### src/rtl/sdram_arbiter.sv
// sdram_arbiter
// Two-master Wishbone arbiter in front of a single SDRAM controller port.
// Master 0 is the video fetch engine, master 1 is the host/writer. The
// owner keeps the bus for as long as it holds cyc. Ties out of IDLE go to
// the master that did not own the bus last. Ownership passes straight to
// a waiting master without an IDLE cycle in between.
//
// Optional build macro: SDRAM_ARB_WATCHDOG_EN
//   When defined, a 16-bit watchdog counts stalled strobe cycles. After
//   TIMEOUT of them it gives the owner a one-cycle err pulse.
//
// Ports
//   sys_clk, sys_rst     clock and synchronous active-high reset
//   m0_* / m1_*          Wishbone master ports (cyc, stb, we, adr, dat_ms,
//                        sel in; dat_sm, ack, err out)
//   s_*                  shared port to the SDRAM controller
//   grant                one-hot owner: 01 = m0, 10 = m1, 00 = none
module sdram_arbiter #(
  parameter int unsigned TIMEOUT = 255
) (
  input  logic        sys_clk,
  input  logic        sys_rst,
  input  logic        m0_cyc,
  input  logic        m0_stb,
  input  logic        m0_we,
  input  logic [31:0] m0_adr,
  input  logic [31:0] m0_dat_ms,
  input  logic [3:0]  m0_sel,
  output logic [31:0] m0_dat_sm,
  output logic        m0_ack,
  output logic        m0_err,
  input  logic        m1_cyc,
  input  logic        m1_stb,
  input  logic        m1_we,
  input  logic [31:0] m1_adr,
  input  logic [31:0] m1_dat_ms,
  input  logic [3:0]  m1_sel,
  output logic [31:0] m1_dat_sm,
  output logic        m1_ack,
  output logic        m1_err,
  output logic        s_cyc,
  output logic        s_stb,
  output logic        s_we,
  output logic [31:0] s_adr,
  output logic [31:0] s_dat_ms,
  output logic [3:0]  s_sel,
  input  logic [31:0] s_dat_sm,
  input  logic        s_ack,
  input  logic        s_err,
  output logic [1:0]  grant
);

  // The state encoding is the one-hot grant value, so grant is the state register itself.
  typedef enum logic [1:0] {
    IDLE = 2'b00,
    OWN0 = 2'b01,
    OWN1 = 2'b10
  } state_t;

  state_t state;
  logic   last_owner;  // 0 = m0 owned last, 1 = m1 owned last
  logic   wd_pulse;

  assign grant = state;

  // Ownership FSM. last_owner is reset to m1 so that m0 wins the first tie.
  always_ff @(posedge sys_clk) begin
    if (sys_rst) begin
      state      <= IDLE;
      last_owner <= 1'b1;
    end else begin
      case (state)
        IDLE: begin
          if (m0_cyc && (!m1_cyc || last_owner)) begin
            state      <= OWN0;
            last_owner <= 1'b0;
          end else if (m1_cyc) begin
            state      <= OWN1;
            last_owner <= 1'b1;
          end
        end
        OWN0: begin
          if (!m0_cyc) begin
            if (m1_cyc) begin
              state      <= OWN1;
              last_owner <= 1'b1;
            end else begin
              state <= IDLE;
            end
          end
        end
        OWN1: begin
          if (!m1_cyc) begin
            if (m0_cyc) begin
              state      <= OWN0;
              last_owner <= 1'b0;
            end else begin
              state <= IDLE;
            end
          end
        end
        default: state <= IDLE;
      endcase
    end
  end

`ifdef SDRAM_ARB_WATCHDOG_EN
  localparam logic [15:0] WdLast = 16'(TIMEOUT - 1);

  logic [15:0] wd_count;

  // The counter clears whenever the owner releases cyc, because that is the
  // only way the grant can change. The pulse is therefore raised only while
  // the owner is still holding the bus, so it can never reach the next owner.
  always_ff @(posedge sys_clk) begin
    if (sys_rst) begin
      wd_count <= '0;
      wd_pulse <= 1'b0;
    end else begin
      wd_pulse <= 1'b0;
      if (state == IDLE || !s_cyc || s_ack || s_err) begin
        wd_count <= '0;
      end else if (s_stb) begin
        if (wd_count == WdLast) begin
          wd_count <= '0;
          wd_pulse <= 1'b1;
        end else begin
          wd_count <= wd_count + 16'd1;
        end
      end
    end
  end
`else
  assign wd_pulse = 1'b0;
`endif

  // Bus mux and response routing. All of it is forced quiet while reset is
  // asserted, so nothing leaks out before the state register is known.
  always_comb begin
    s_cyc     = 1'b0;
    s_stb     = 1'b0;
    s_we      = 1'b0;
    s_adr     = '0;
    s_dat_ms  = '0;
    s_sel     = '0;
    m0_ack    = 1'b0;
    m0_err    = 1'b0;
    m1_ack    = 1'b0;
    m1_err    = 1'b0;
    m0_dat_sm = s_dat_sm;
    m1_dat_sm = s_dat_sm;
    if (!sys_rst) begin
      case (state)
        OWN0: begin
          s_cyc    = m0_cyc;
          s_stb    = m0_stb;
          s_we     = m0_we;
          s_adr    = m0_adr;
          s_dat_ms = m0_dat_ms;
          s_sel    = m0_sel;
          m0_ack   = s_ack;
          m0_err   = s_err | wd_pulse;
        end
        OWN1: begin
          s_cyc    = m1_cyc;
          s_stb    = m1_stb;
          s_we     = m1_we;
          s_adr    = m1_adr;
          s_dat_ms = m1_dat_ms;
          s_sel    = m1_sel;
          m1_ack   = s_ack;
          m1_err   = s_err | wd_pulse;
        end
        default: ;
      endcase
    end
  end

endmodule

### config.mk
export PLATFORM = sky130hd
export DESIGN_NAME = sdram_arbiter
export DESIGN_NICKNAME = d
export VERILOG_FILES = /design/src/rtl/sdram_arbiter.sv
export SDC_FILE = /design/constraint.sdc
export NUM_CORES = 1
export LEC_CHECK = 0
export CAP_MARGIN = 15
export CORE_AREA = 2 2 123 125
export DETAILED_ROUTE_END_ITERATION = 8
export DIE_AREA = 0 0 125 127
export DONT_BUFFER_PORTS = 1
export HOLD_SLACK_MARGIN = 0.06
export SYNTH_ARGS = -nofsm -noshare
export SYNTH_HDL_FRONTEND = slang
export SYNTH_SLANG_ARGS = --single-unit
### constraint.sdc
create_clock -name sys_clk -period 1.9 [get_ports sys_clk]
set_input_delay 0.475 -clock sys_clk [delete_from_list [all_inputs] [get_ports sys_clk]]
set_output_delay 0.475 -clock sys_clk [all_outputs]
set_load 0.01 [all_outputs]
; Yosys cells after proc, flatten, opt, wreduce, memory -nomap -nowiden
; Index checks and enable logic that the tools add are counted.
[classes]
n_eq_ne = 6
n_mux = 33
n_reduce_logical = 7
[op_table]
columns = op, count
row1 = 32-bit case mux with 2 select lines, 2
row2 = 32-bit two-way mux, 2
row3 = 1-bit two-way mux, 17
row4 = 2-bit two-way mux, 5
row5 = 4-bit case mux with 2 select lines, 1
row6 = "2-bit inequality test, second input constant", 3
row7 = 1-bit case mux with 2 select lines, 3
row8 = 2-bit case mux with 3 select lines, 1
row9 = 4-bit two-way mux, 1
row10 = 4-bit AND reduction, 1
row11 = "3-bit inequality test, second input constant", 1
row12 = 1-bit case mux with 3 select lines, 1
row13 = 3-bit AND reduction, 1
row14 = 3-bit nonzero test, 1
row15 = "2-bit by 1-bit equality test with 1-bit output, second input constant", 1
row16 = "2-bit equality test, second input constant", 1
row17 = 2-bit zero test, 1
row18 = 1-bit logical AND, 1
row19 = 1-bit zero test, 1
row20 = 1-bit logical OR, 1
[totals]
reg_bits = 3
input_bits = 178
out_inout_bits = 141
word_cells = 48

; Depth between registers and ports, before layout
; Gate-level depths: netlist of the first run.
[logic_depth]
depth_word = 5
depth_mapped = 7
mapped_depth_nobuf = 6

; Least setup slack after synthesis of the first run
; No wires, ideal clock.
[synth_path]
kind = register to output
startpoint = register state[0], in the netlist grant[0]
endpoint = output s_adr[0]
t_arrival_ns = 1.321
required_ns = 1.425
setup_slack_ns = 0.104
stages_incl_launch_ff = 7
n_path_buf = 2
cell_sequence = dfxtp_1 > inv_1 > ha_1 > nand2b_1 > buf_4 > buf_6 > nor2_1
[synth_via]
elab_chain_len = 3
elab_cells_between_ends = 4
classes_between = eq/ne (2) / mux (2)
[synth_lines]
columns = item, line_no
row1 = start: declaration, 60  ; state_t state;
row2 = start signal: assignment, 69  ; state <= IDLE;
row3 = start signal: assignment, 75  ; state <= OWN0;
row4 = start signal: assignment, 78  ; state <= OWN1;
row5 = 2-bit equality test or 2-bit by 1-bit equality test with 1-bit output (tied branches), 153  ; case (state)
row6 = 32-bit case mux with 2 select lines (*), 153
row7 = 32-bit two-way mux (*), 152  ; if (!sys_rst) begin
row8 = end: declaration, 44  ; output logic [31:0] s_adr,
; Every way passes the cells marked *; elsewhere a longest branch is shown, timed or not.

; Final worst setup path of the first run
[layout_path]
startpoint = register state[0], in the netlist grant[0]
endpoint = output s_dat_ms[11]
[layout_via]
elab_chain_len = 3
elab_cells_between_ends = 4
classes_between = eq/ne (2) / mux (2)
[layout_lines]
columns = item, line_no
row1 = 2-bit equality test or 2-bit by 1-bit equality test with 1-bit output (tied branches), 153
row2 = 32-bit case mux with 2 select lines (*), 153
row3 = 32-bit two-way mux (*), 152
row4 = end: declaration, 45  ; output logic [31:0] s_dat_ms,
; Marks and branches as above.

==> results.sh, run 1 <==
export IMPL_syn_nets=449
export IMPL_placed_cells=385
export IMPL_p_leak_nw=0.847
export IMPL_final_min_clock_period_ps=2030
export IMPL_io_buffer_count=0
export IMPL_ys_warn_count=0
export IMPL_cts_sinks=3
export IMPL_initial_core_util=0.122
export IMPL_fin_crit_sh=1.07
export IMPL_cp_slowest_cell="dfxtp_4"
export IMPL_synth_mux_area_frac=0
export IMPL_synth_edf_count=0
export IMPL_p_sw_frac=0.463
export IMPL_cts_buffer_depth=2
export IMPL_powerDensity_nw_per_um2=789
export IMPL_synth_fa_ha_area_frac=0.0284
export IMPL_finalNonFillerCells=432
export IMPL_synth_simple_gate_area_frac=0.188
export IMPL_cp_common_cell="buf_6"
export IMPL_layout_nets=431
export IMPL_synth_cells=267
export IMPL_finalHoldViolCount=0
export IMPL_avgSynthCellArea_sq_um=6.59
export IMPL_worstMarginPinSlew_ps=306
export IMPL_io_pins=319
export IMPL_die_h_microns=127
export IMPL_regArea_sq_um=67.6
export IMPL_worstPathArrival_ps=1560
export IMPL_dr_pass1_iters=4
export IMPL_routed_wl_microns=10500
export IMPL_worstSetupStartpointType="register"
export IMPL_grt_pass1_wl_microns=10800
export IMPL_timing_final_ws_setup_ps=-134
export IMPL_synth_xor_area_share=0
export IMPL_comb_power_share=0.825
export IMPL_n_fill_cell=1540
export IMPL_grt_pass1_vias=1773
export IMPL_vias=1993
export IMPL_multiInputGateArea_sq_um=1850
export IMPL_dp_hpwl_microns=5440
export IMPL_drt_iter0_drc=79
export IMPL_p_total_mw=2.54
export IMPL_drv_slew=0
export IMPL_synth_top_family_by_area="buffers and inverters"
export IMPL_cts_root_buf="clkbuf_16"
export IMPL_clk_latency_ps=230
export IMPL_hold_class="in -> reg"
export IMPL_vdd_drop_max_v=0.000548
export IMPL_die_width_microns=125
export IMPL_endpoint_kind="primary output"
export IMPL_synth_seq_area_share=0.0341
export IMPL_numCtsBuffers=3
export IMPL_routabilityCongestion=0.787
export IMPL_wl_per_cell_microns=24.4
export IMPL_fin_skew_ps=2.97
export IMPL_dieArea_sq_um=15900
export IMPL_status="finished with violations"
export IMPL_antennaDiodeCount=0
export IMPL_dpl_cell_area_sq_um=1590
export IMPL_tns_ps=-3300
export IMPL_cp_cell_sequence="buf_6 -> ha_4 -> buf_4 -> buf_16 -> a22oi_2 -> nor2_4 -> buf_6"
export IMPL_gr_usage_all_layers=0.0888
export IMPL_drcViolationCount=0
export IMPL_path_clk_slew_ps=30
export IMPL_cts_tree="done"
export IMPL_fmax_mhz=492
export IMPL_synth_ff_type="dfxtp_1"
export IMPL_antenna_left=0
export IMPL_cts_max_level=1
export IMPL_grt_ovfl_total=0
export IMPL_rsz0062_at_grt="true"
export IMPL_setup_viol=62
export IMPL_violations="setup timing"
export IMPL_slew_headroom=0.796
export IMPL_grt_max_degree=39
export IMPL_p_sw_mw=1.18
export IMPL_antenna_found_initial=0
export IMPL_core_sq_um=14400
export IMPL_whs_ps=305
export IMPL_dp_slack_ps=80.6
export IMPL_synth_area_sq_um=1760
export IMPL_rows=44
export IMPL_drive_gt1_frac=0.895
export IMPL_path_max_fanout=13
export IMPL_cap_violations=0
export IMPL_netlist_cell_type_count=22
export IMPL_ys_seq_elements=3
export IMPL_p_int_mw=1.37
export IMPL_clkPwrFrac=0.135
export IMPL_synth_compound_area_frac=0.363
export IMPL_slowest_delay_ps=340
export IMPL_postLayoutCoreUtil=0.223
export IMPL_cp_data_required_time_ps=1420
export IMPL_path_class="reg -> out"
export IMPL_via_per_inst=4.61
export IMPL_design_area_sq_um=3220
export IMPL_syn_to_final_growth_pct=83.0
export IMPL_synth_async_reset_ratio=0
export IMPL_p_seq_frac=0.040
-- synth_stat cells (2+ instances only) --
library cell | n | area (sq um)
a21boi_0 | 2 | 15.0
a21oi_1 | 3 | 15.0
a22oi_1 | 71 | 533
buf_2 | 16 | 80.1
buf_4 | 65 | 488
buf_6 | 8 | 90.1
dfxtp_1 | 3 | 60.1
ha_1 | 4 | 50.1
inv_1 | 6 | 22.5
nand2_1 | 2 | 7.51
nand2b_1 | 2 | 12.5
nor2_1 | 71 | 267
nor3b_1 | 4 | 30.0
o21ai_0 | 2 | 10.0
-- kinds of logic (layout without fill, tap and decap cells) --
group | after synthesis | count (layout)
buffers and inverters | 95 | 76
AO/OA/AOI/OAI | 84 | 84
flip-flops | 3 | 3
AND/OR/NAND/NOR | 81 | 81
adder cells (fa/ha/maj) | 4 | 4
-- cell type report --
cell class	instances	share of cell area
Clock buffer	4	0.0245
Inverter	6	0.0109
Multi-Input combinational cell	169	0.573
Sequential cell	3	0.0210
Tap cell	184	0.0715
Timing Repair Buffer	66	0.299
-- registers in the layout, indices dropped and copies added (netlist names) --
register    count
last_owner      1
grant           2
-- repair_timing --
item / CTS / global route
endpoints found under the setup margin: 73 / 74
gates cloned: 5 / 14
hold buffers: 0 / 0
resized for setup: 150 / 85
pin swaps: 3 / 83
buffers inserted: 6 / 21
-- metal layers --
metal | up-vias | global-route usage | share of wire
met5 | - | 0 | 0
met4 | 0 | 0.0569 | 0.034
met3 | 27 | 0.0306 | 0.090
met2 | 143 | 0.142 | 0.48
met1 | 967 | 0.101 | 0.40
li1 | 856 | - | -
-- power by group through the flow --
stage / clock network [mW] / logic [mW] / registers (mW)
2_1_floorplan: 0 / 0.802 / 0.100
3_3_place_gp: 0 / 0.836 / 0.0948
3_5_place_dp: 0 / 0.846 / 0.0961
4_1_cts: 0.348 / 1.43 / 0.0982
5_1_grt: 0.358 / 2.22 / 0.104
6_report: 0.343 / 2.10 / 0.101
-- worst paths after layout --
path / startpoint / to / slack (ps) / depth (start not counted)
worst max register to register: grant[0]$_SDFFE_PP0P_ / grant[0]$_SDFFE_PP0P_ / 180 / 8
worst min register to register: last_owner$_SDFFE_PP1P_ / last_owner$_SDFFE_PP1P_ / 540 / 1
worst max-delay path: grant[0]$_SDFFE_PP0P_ / s_dat_ms[11] / -130 / 7
worst min-delay path: sys_rst / grant[0]$_SDFFE_PP0P_ / 310 / 1
-- critical path, delay by kind of cell, from the launching register on --
| family | cells | cell delay (ps) |
|---|---|---|
| buf+inv | 4 | 530 |
| flops | 1 | 340 |
| compound gates | 1 | 230 |
| fa+ha+maj | 1 | 160 |
| simple gates | 1 | 50 |
-- layout by cell type (no fill, tap or decap) --
cell type  netlist  layout
a2111oi_4        1       1
a211o_1          1       1
a211oi_1         1       1
a21boi_0         2       2
a21oi_1          3       3
a22oi_1         71       2
a22oi_2          0      69
buf_12           0      14
buf_16           0       4
buf_4           65      26
buf_6            8       9
buf_8            0       3
clkbuf_1         0       1
clkbuf_16        0      12
clkbuf_4         0       1
dfxtp_1          3       1
dfxtp_4          0       2
ha_1             4       1
ha_4             0       3
inv_1            6       3
inv_4            0       2
inv_8            0       1
nand2_1          2       2
nand2b_1         2       1
nand2b_4         0       1
nand3b_1         1       1
nor2_1          71       1
nor2_2           0      21
nor2_4           0      49
nor2b_1          1       1
nor3b_1          4       1
nor3b_2          0       3
o2111ai_1        1       1
o21ai_0          2       2
o21ai_1          1       1
o21ai_2          1       1
No activity file was read; power rests on OpenSTA's default activity.
==> run 2, diff against run 1 <==
--- a/config.mk
+++ b/config.mk
@@ -7,6 +7,7 @@
 export LEC_CHECK = 0
 export CAP_MARGIN = 15
 export CORE_AREA = 2 2 123 125
+export CTS_BUF_LIST = sky130_fd_sc_hd__clkbuf_8
 export DETAILED_ROUTE_END_ITERATION = 8
 export DIE_AREA = 0 0 125 127
 export DONT_BUFFER_PORTS = 1
==> run 2 against run 1 <==
Critical path depth fell by 1. Sequential share of layout area up 0.31 points. Non-clock buffer count down 18. Register-to-register slack worse by 40 ps. Combinational power shrank 16%. The run still ends with setup timing left. Via count down 4.9%.
==> results.sh, run 2 (synthesis gave the netlist of run 1 again) <==
export IMPL_numCtsBuffers=3
export IMPL_antenna_found_initial=0
export IMPL_cp_data_required_time_ps=1420
export IMPL_gr_usage_all_layers=0.0870
export IMPL_cts_sinks=3
export IMPL_n_fill_cell=1585
export IMPL_p_leak_nw=0.698
export IMPL_antenna_left=0
export IMPL_finalHoldViolCount=0
export IMPL_cap_violations=0
export IMPL_vias=1895
export IMPL_grt_pass1_vias=1749
export IMPL_routed_wl_microns=9150
export IMPL_cts_root_buf="clkbuf_8"
export IMPL_fmax_mhz=500
export IMPL_hold_class="in -> reg"
export IMPL_grt_pass1_wl_microns=10700
export IMPL_rsz0062_at_grt="true"
export IMPL_die_h_microns=127
export IMPL_status="finished with violations"
export IMPL_path_class="reg -> out"
export IMPL_syn_to_final_growth_pct=59.6
export IMPL_via_per_inst=4.58
export IMPL_cts_hold_buf=0
export IMPL_vdd_drop_max_v=0.000480
export IMPL_largest_reg_flops=2
export IMPL_cts_buffer_depth=2
export IMPL_regToRegStartpoint="grant[1]$_SDFFE_PP0P_"
export IMPL_dp_slack_ps=80.6
export IMPL_layout_common_cells="49 x a22oi_2, 41 x nor2_4, 30 x nor2_2, 22 x a22oi_1, 16 x buf_4"
export IMPL_path_clk_slew_ps=30
export IMPL_timing_critical_path_from="grant[0]$_SDFFE_PP0P_"
export IMPL_powerDensity_nw_per_um2=731
export IMPL_slew_headroom=0.802
export IMPL_drcViolationCount=0
export IMPL_fin_crit_sh=1.05
export IMPL_endpoint_kind="primary output"
export IMPL_dp_hpwl_microns=5440
export IMPL_io_pins=319
export IMPL_wl_per_cell_microns=22.1
export IMPL_drt_iter0_drc=96
export IMPL_dr_pass1_iters=4
export IMPL_dieArea_sq_um=15900
export IMPL_clk_latency_ps=220
export IMPL_timing_final_ws_setup_ps=-98.9
export IMPL_final_common_cell="a22oi_2"
export IMPL_initial_core_util=0.122
export IMPL_cts_max_level=1
export IMPL_drive_gt1_frac=0.800
export IMPL_worstMarginPinSlew_ps=294
export IMPL_drv_slew=0
export IMPL_rows=44
export IMPL_fin_skew_ps=4.39
export IMPL_p_total_mw=2.05
export IMPL_grt_ovfl_total=0
export IMPL_setup_viol=65
export IMPL_routabilityCongestion=0.787
export IMPL_violations="setup timing"
export IMPL_worstPathArrival_ps=1520
export IMPL_antennaDiodeCount=0
export IMPL_path_max_fanout=38
export IMPL_io_buffer_count=0
export IMPL_worstSetupStartpointType="register"
export IMPL_final_min_clock_period_ps=2000
export IMPL_cts_tree="done"
export IMPL_core_sq_um=14400
export IMPL_die_width_microns=125
export IMPL_grt_max_degree=39
export IMPL_hp_start="sys_rst"
export IMPL_layout_nets=413
==> run 2: final cells by class <==
type                    instances  area, sq um  share of cell area
well taps                     184          230              0.0819
repair buffers                 48          734               0.261
multi-input cells             169         1700               0.606
clock buffers                   3         41.3              0.0147
inverters                       6         30.0              0.0107
clock inverters                 1         3.75             0.00134
flip-flops and latches          3         67.6              0.0240
==> run 2: power breakdown <==
part | internal, mW | switching (mW) | leakage (nW)
clock network | 0.138 | 0.0459 | 0.0269
registers | 0.0830 | 0.0164 | 0.0262
logic | 0.811 | 0.960 | 0.645
==> run 2: worst max-delay path, cell delays in order (launching register included) <==
cell and delay [ps]:
dfxtp_4 330, buf_4 140, ha_4 190, buf_12 180, a22oi_2 240, nor2_4 70, buf_6 120
==> run 2: per-stage QoR <==
step	instances	hold slack [ps]	cell area [sq um]	utilization	TNS, ps
after global placement	385	522	1590	0.110	0
final	414	314	2810	0.195	-1740
after CTS	401	312	2320	0.161	-2330
after global routing	414	314	2810	0.195	-5530
after floorplan	267	494	1760	-	0
after detailed placement	385	530	1590	0.110	0
==> run 2: routing by layer <==
metal | up-vias | track usage | wire [microns]
li1 | 811 | - | -
met1 | 908 | 0.102 | 3510
met2 | 145 | 0.147 | 4410
met3 | 31 | 0.0281 | 879
met4 | 0 | 0.0366 | 344
met5 | - | 0 | 0
==> run 2: worst paths after layout <==
check                           slack, ps  cells after the start                       to
worst min register to register        540                      1  last_owner$_SDFFE_PP1P_
worst max register to register        140                      8    grant[0]$_SDFFE_PP0P_
worst max-delay path                 -100                      6             s_dat_ms[21]
worst min-delay path                  310                      1    grant[0]$_SDFFE_PP0P_
==> run 2: timing repair <==
| action | in CTS | in global routing |
|---|---|---|
| hold endpoints to repair | 0 | 0 |
| endpoints found under the setup margin | 73 | 73 |
| gates cloned | 6 | 7 |
| gates resized for setup | 122 | 73 |
| buffers inserted | 6 | 6 |
| pin swaps | 6 | 25 |
==> run 3, diff against run 2 <==
--- a/config.mk
+++ b/config.mk
@@ -10,7 +10,6 @@
 export CTS_BUF_LIST = sky130_fd_sc_hd__clkbuf_8
 export DETAILED_ROUTE_END_ITERATION = 8
 export DIE_AREA = 0 0 125 127
-export DONT_BUFFER_PORTS = 1
 export HOLD_SLACK_MARGIN = 0.06
 export SYNTH_ARGS = -nofsm -noshare
 export SYNTH_HDL_FRONTEND = slang
==> run 3 against run 2 <==
The flow still finishes with violations (setup timing). Register-to-register slack improved by 150 ps. Die area unchanged. Maximum frequency is 4.7% lower. Count of clock-buffer cells in the layout unchanged. Clock skew decreased by 4.1 ps. Power up 21%. Cell area grew 65%. Global-route usage rose by 2.9 points. Via count grew 42%. Setup slack worse by 98 ps. Combinational power up 24%.
==> results.sh, run 3 (synthesis gave the netlist of run 1 again) <==
export IMPL_status="finished with violations"
export IMPL_violations="setup timing"
export IMPL_grt_ovfl_total=0
export IMPL_slowest_delay_ps=340
export IMPL_via_per_inst=4.27
export IMPL_setup_viol=71
export IMPL_grt_pass1_wl_microns=14800
export IMPL_worstPathArrival_ps=1620
export IMPL_powerDensity_nw_per_um2=536
export IMPL_layout_common_cells="146 x clkdlybuf4s50_1, 47 x buf_2, 36 x a22oi_1, 36 x buf_6, 35 x a22oi_2"
export IMPL_p_leak_nw=1.69
export IMPL_io_buffer_count=222
export IMPL_vias=2695
export IMPL_io_pins=319
export IMPL_p_sw_frac=0.433
export IMPL_cp_data_required_time_ps=1420
export IMPL_numCtsBuffers=3
export IMPL_cp_slowest_cell="dfxtp_4"
export IMPL_slew_headroom=0.774
export IMPL_drcViolationCount=0
export IMPL_path_clk_slew_ps=30
export IMPL_p_sw_mw=1.07
export IMPL_fin_skew_ps=0.336
export IMPL_die_width_microns=125
export IMPL_cts_tree="done"
export IMPL_cts_sinks=3
export IMPL_ff2ff_path_depth=7
export IMPL_regToRegStartpoint="grant[1]$_SDFFE_PP0P_"
export IMPL_grt_pass1_vias=2622
export IMPL_cts_root_buf="clkbuf_8"
export IMPL_timing_final_ws_setup_ps=-197
export IMPL_largest_reg_flops=2
export IMPL_path_class="reg -> out"
export IMPL_drive_gt1_frac=0.492
export IMPL_p_seq_frac=0.041
export IMPL_p_int_mw=1.41
export IMPL_p_total_mw=2.48
export IMPL_comb_power_share=0.888
export IMPL_dr_pass1_iters=4
export IMPL_finalHoldViolCount=0
export IMPL_worstHoldPathCells=1
export IMPL_cts_max_level=1
export IMPL_antenna_found_initial=0
export IMPL_die_h_microns=127
export IMPL_layout_nets=630
export IMPL_gr_usage_all_layers=0.116
export IMPL_antennaDiodeCount=0
export IMPL_rows=44
export IMPL_clk_latency_ps=210
export IMPL_fin_crit_sh=1.10
export IMPL_whs_ps=542
export IMPL_r2r_setup_slack_ps=290
export IMPL_antenna_left=0
export IMPL_clkPwrFrac=0.071
export IMPL_worstSetupStartpointType="register"
export IMPL_path_max_fanout=10
export IMPL_cts_buffer_depth=2
export IMPL_hold_class="reg -> reg"
export IMPL_dieArea_sq_um=15900
export IMPL_syn_to_final_growth_pct=163
export IMPL_fmax_mhz=477
export IMPL_wl_per_cell_microns=18.4
export IMPL_hp_start="last_owner$_SDFFE_PP1P_"
export IMPL_reg2reg_to="grant[0]$_SDFFE_PP0P_"
export IMPL_holdPathEnd="last_owner$_SDFFE_PP1P_"
export IMPL_core_sq_um=14400
export IMPL_n_fill_cell=1493
export IMPL_dp_hpwl_microns=7270
export IMPL_postLayoutCoreUtil=0.321
export IMPL_cp_cell_sequence="buf_4 -> ha_4 -> buf_12 -> a22oi_1 -> nor2_4 -> buf_6"
export IMPL_vdd_drop_max_v=0.000395
export IMPL_final_common_cell="clkdlybuf4s50_1"
export IMPL_worstMarginPinSlew_ps=339
export IMPL_routabilityCongestion=0.776
export IMPL_grt_max_degree=38
export IMPL_routed_wl_microns=11600
export IMPL_drv_slew=0
export IMPL_initial_core_util=0.122
export IMPL_cp_num_buf_inv=3
export IMPL_cap_violations=0
export IMPL_timing_critical_path_from="grant[1]$_SDFFE_PP0P_"
export IMPL_rsz0062_at_grt="true"
export IMPL_endpoint_kind="primary output"
export IMPL_critical_path_top_delay_family="buffers and inverters"
export IMPL_drt_iter0_drc=71
export IMPL_final_min_clock_period_ps=2100
==> run 3: cell count changes in the layout (fill, tap and decap cells not counted), moves of 10 or more <==
cell,change
a22oi_2,-14
nor2_1,+23
buf_2,+47
buf_6,+25
nor2_2,-10
a22oi_1,+14
nor2_4,-13
clkdlybuf4s50_1,+146
==> run 3: worst reg2reg max path: cells and delay by family, from the launching register on <==
kind / cells / cell delay [ps]
flops: 1 / 340
fa+ha+maj: 1 / 220
compound gates: 3 / 540
buf+inv: 3 / 430
==> run 3: timing repair <==
action	4_1_cts	5_1_grt
hold buffers	0	0
setup endpoints to repair	75	75
gates cloned	6	7
pin swaps	31	22
gates resized for setup	382	90
buffers inserted	14	1
==> run 3: how the worst max path moves through the flow <==
stage | slack, ps | to | cells past startpoint
final | -200 | s_dat_ms[18] | 6
after global routing | -250 | s_dat_ms[18] | 6
after CTS | -190 | s_adr[22] | 8
after detailed placement | -610 | s_dat_ms[7] | 5
after global placement | -620 | s_dat_ms[7] | 5
after floorplan | 100 | s_adr[0] | 6
==> run 3: per-layer routing <==
layer,wire length (microns),global-route usage,vias to the layer above
met5,0,0,-
met1,4450,0.135,1274
met4,221,0.0255,0
met3,956,0.0327,23
met2,5990,0.212,152
li1,-,-,1246
==> run 3: power by group through the flow <==
stage	combinational, mW	clock (mW)	sequential, mW
6_report	2.20	0.177	0.101
5_1_grt	2.33	0.190	0.104
4_1_cts	1.82	0.183	0.0999
3_5_place_dp	1.34	0	0.0963
3_3_place_gp	1.31	0	0.0941
2_1_floorplan	0.802	0	0.100
==> run 3: cell type report <==
cell class,instances,area (sq um),share of cell area
inverters,6,30.0,0.00649
clock inverters,1,3.75,0.000811
clock buffers,3,41.3,0.00892
well taps,184,230,0.0497
repair buffers,265,2740,0.591
multi-input cells,169,1520,0.328
flip-flops and latches,3,67.6,0.0146
==> run 3: through the flow <==
stage | setup TNS, ps | cell area, sq um | worst slack, ps | instances
after floorplan | 0 | 1760 | 104 | 267
after global placement | -40450 | 3760 | -616 | 600
after detailed placement | -40830 | 3760 | -613 | 600
after CTS | -6690 | 4100 | -188 | 623
after global routing | -11830 | 4630 | -252 | 631
final | -7360 | 4630 | -197 | 631
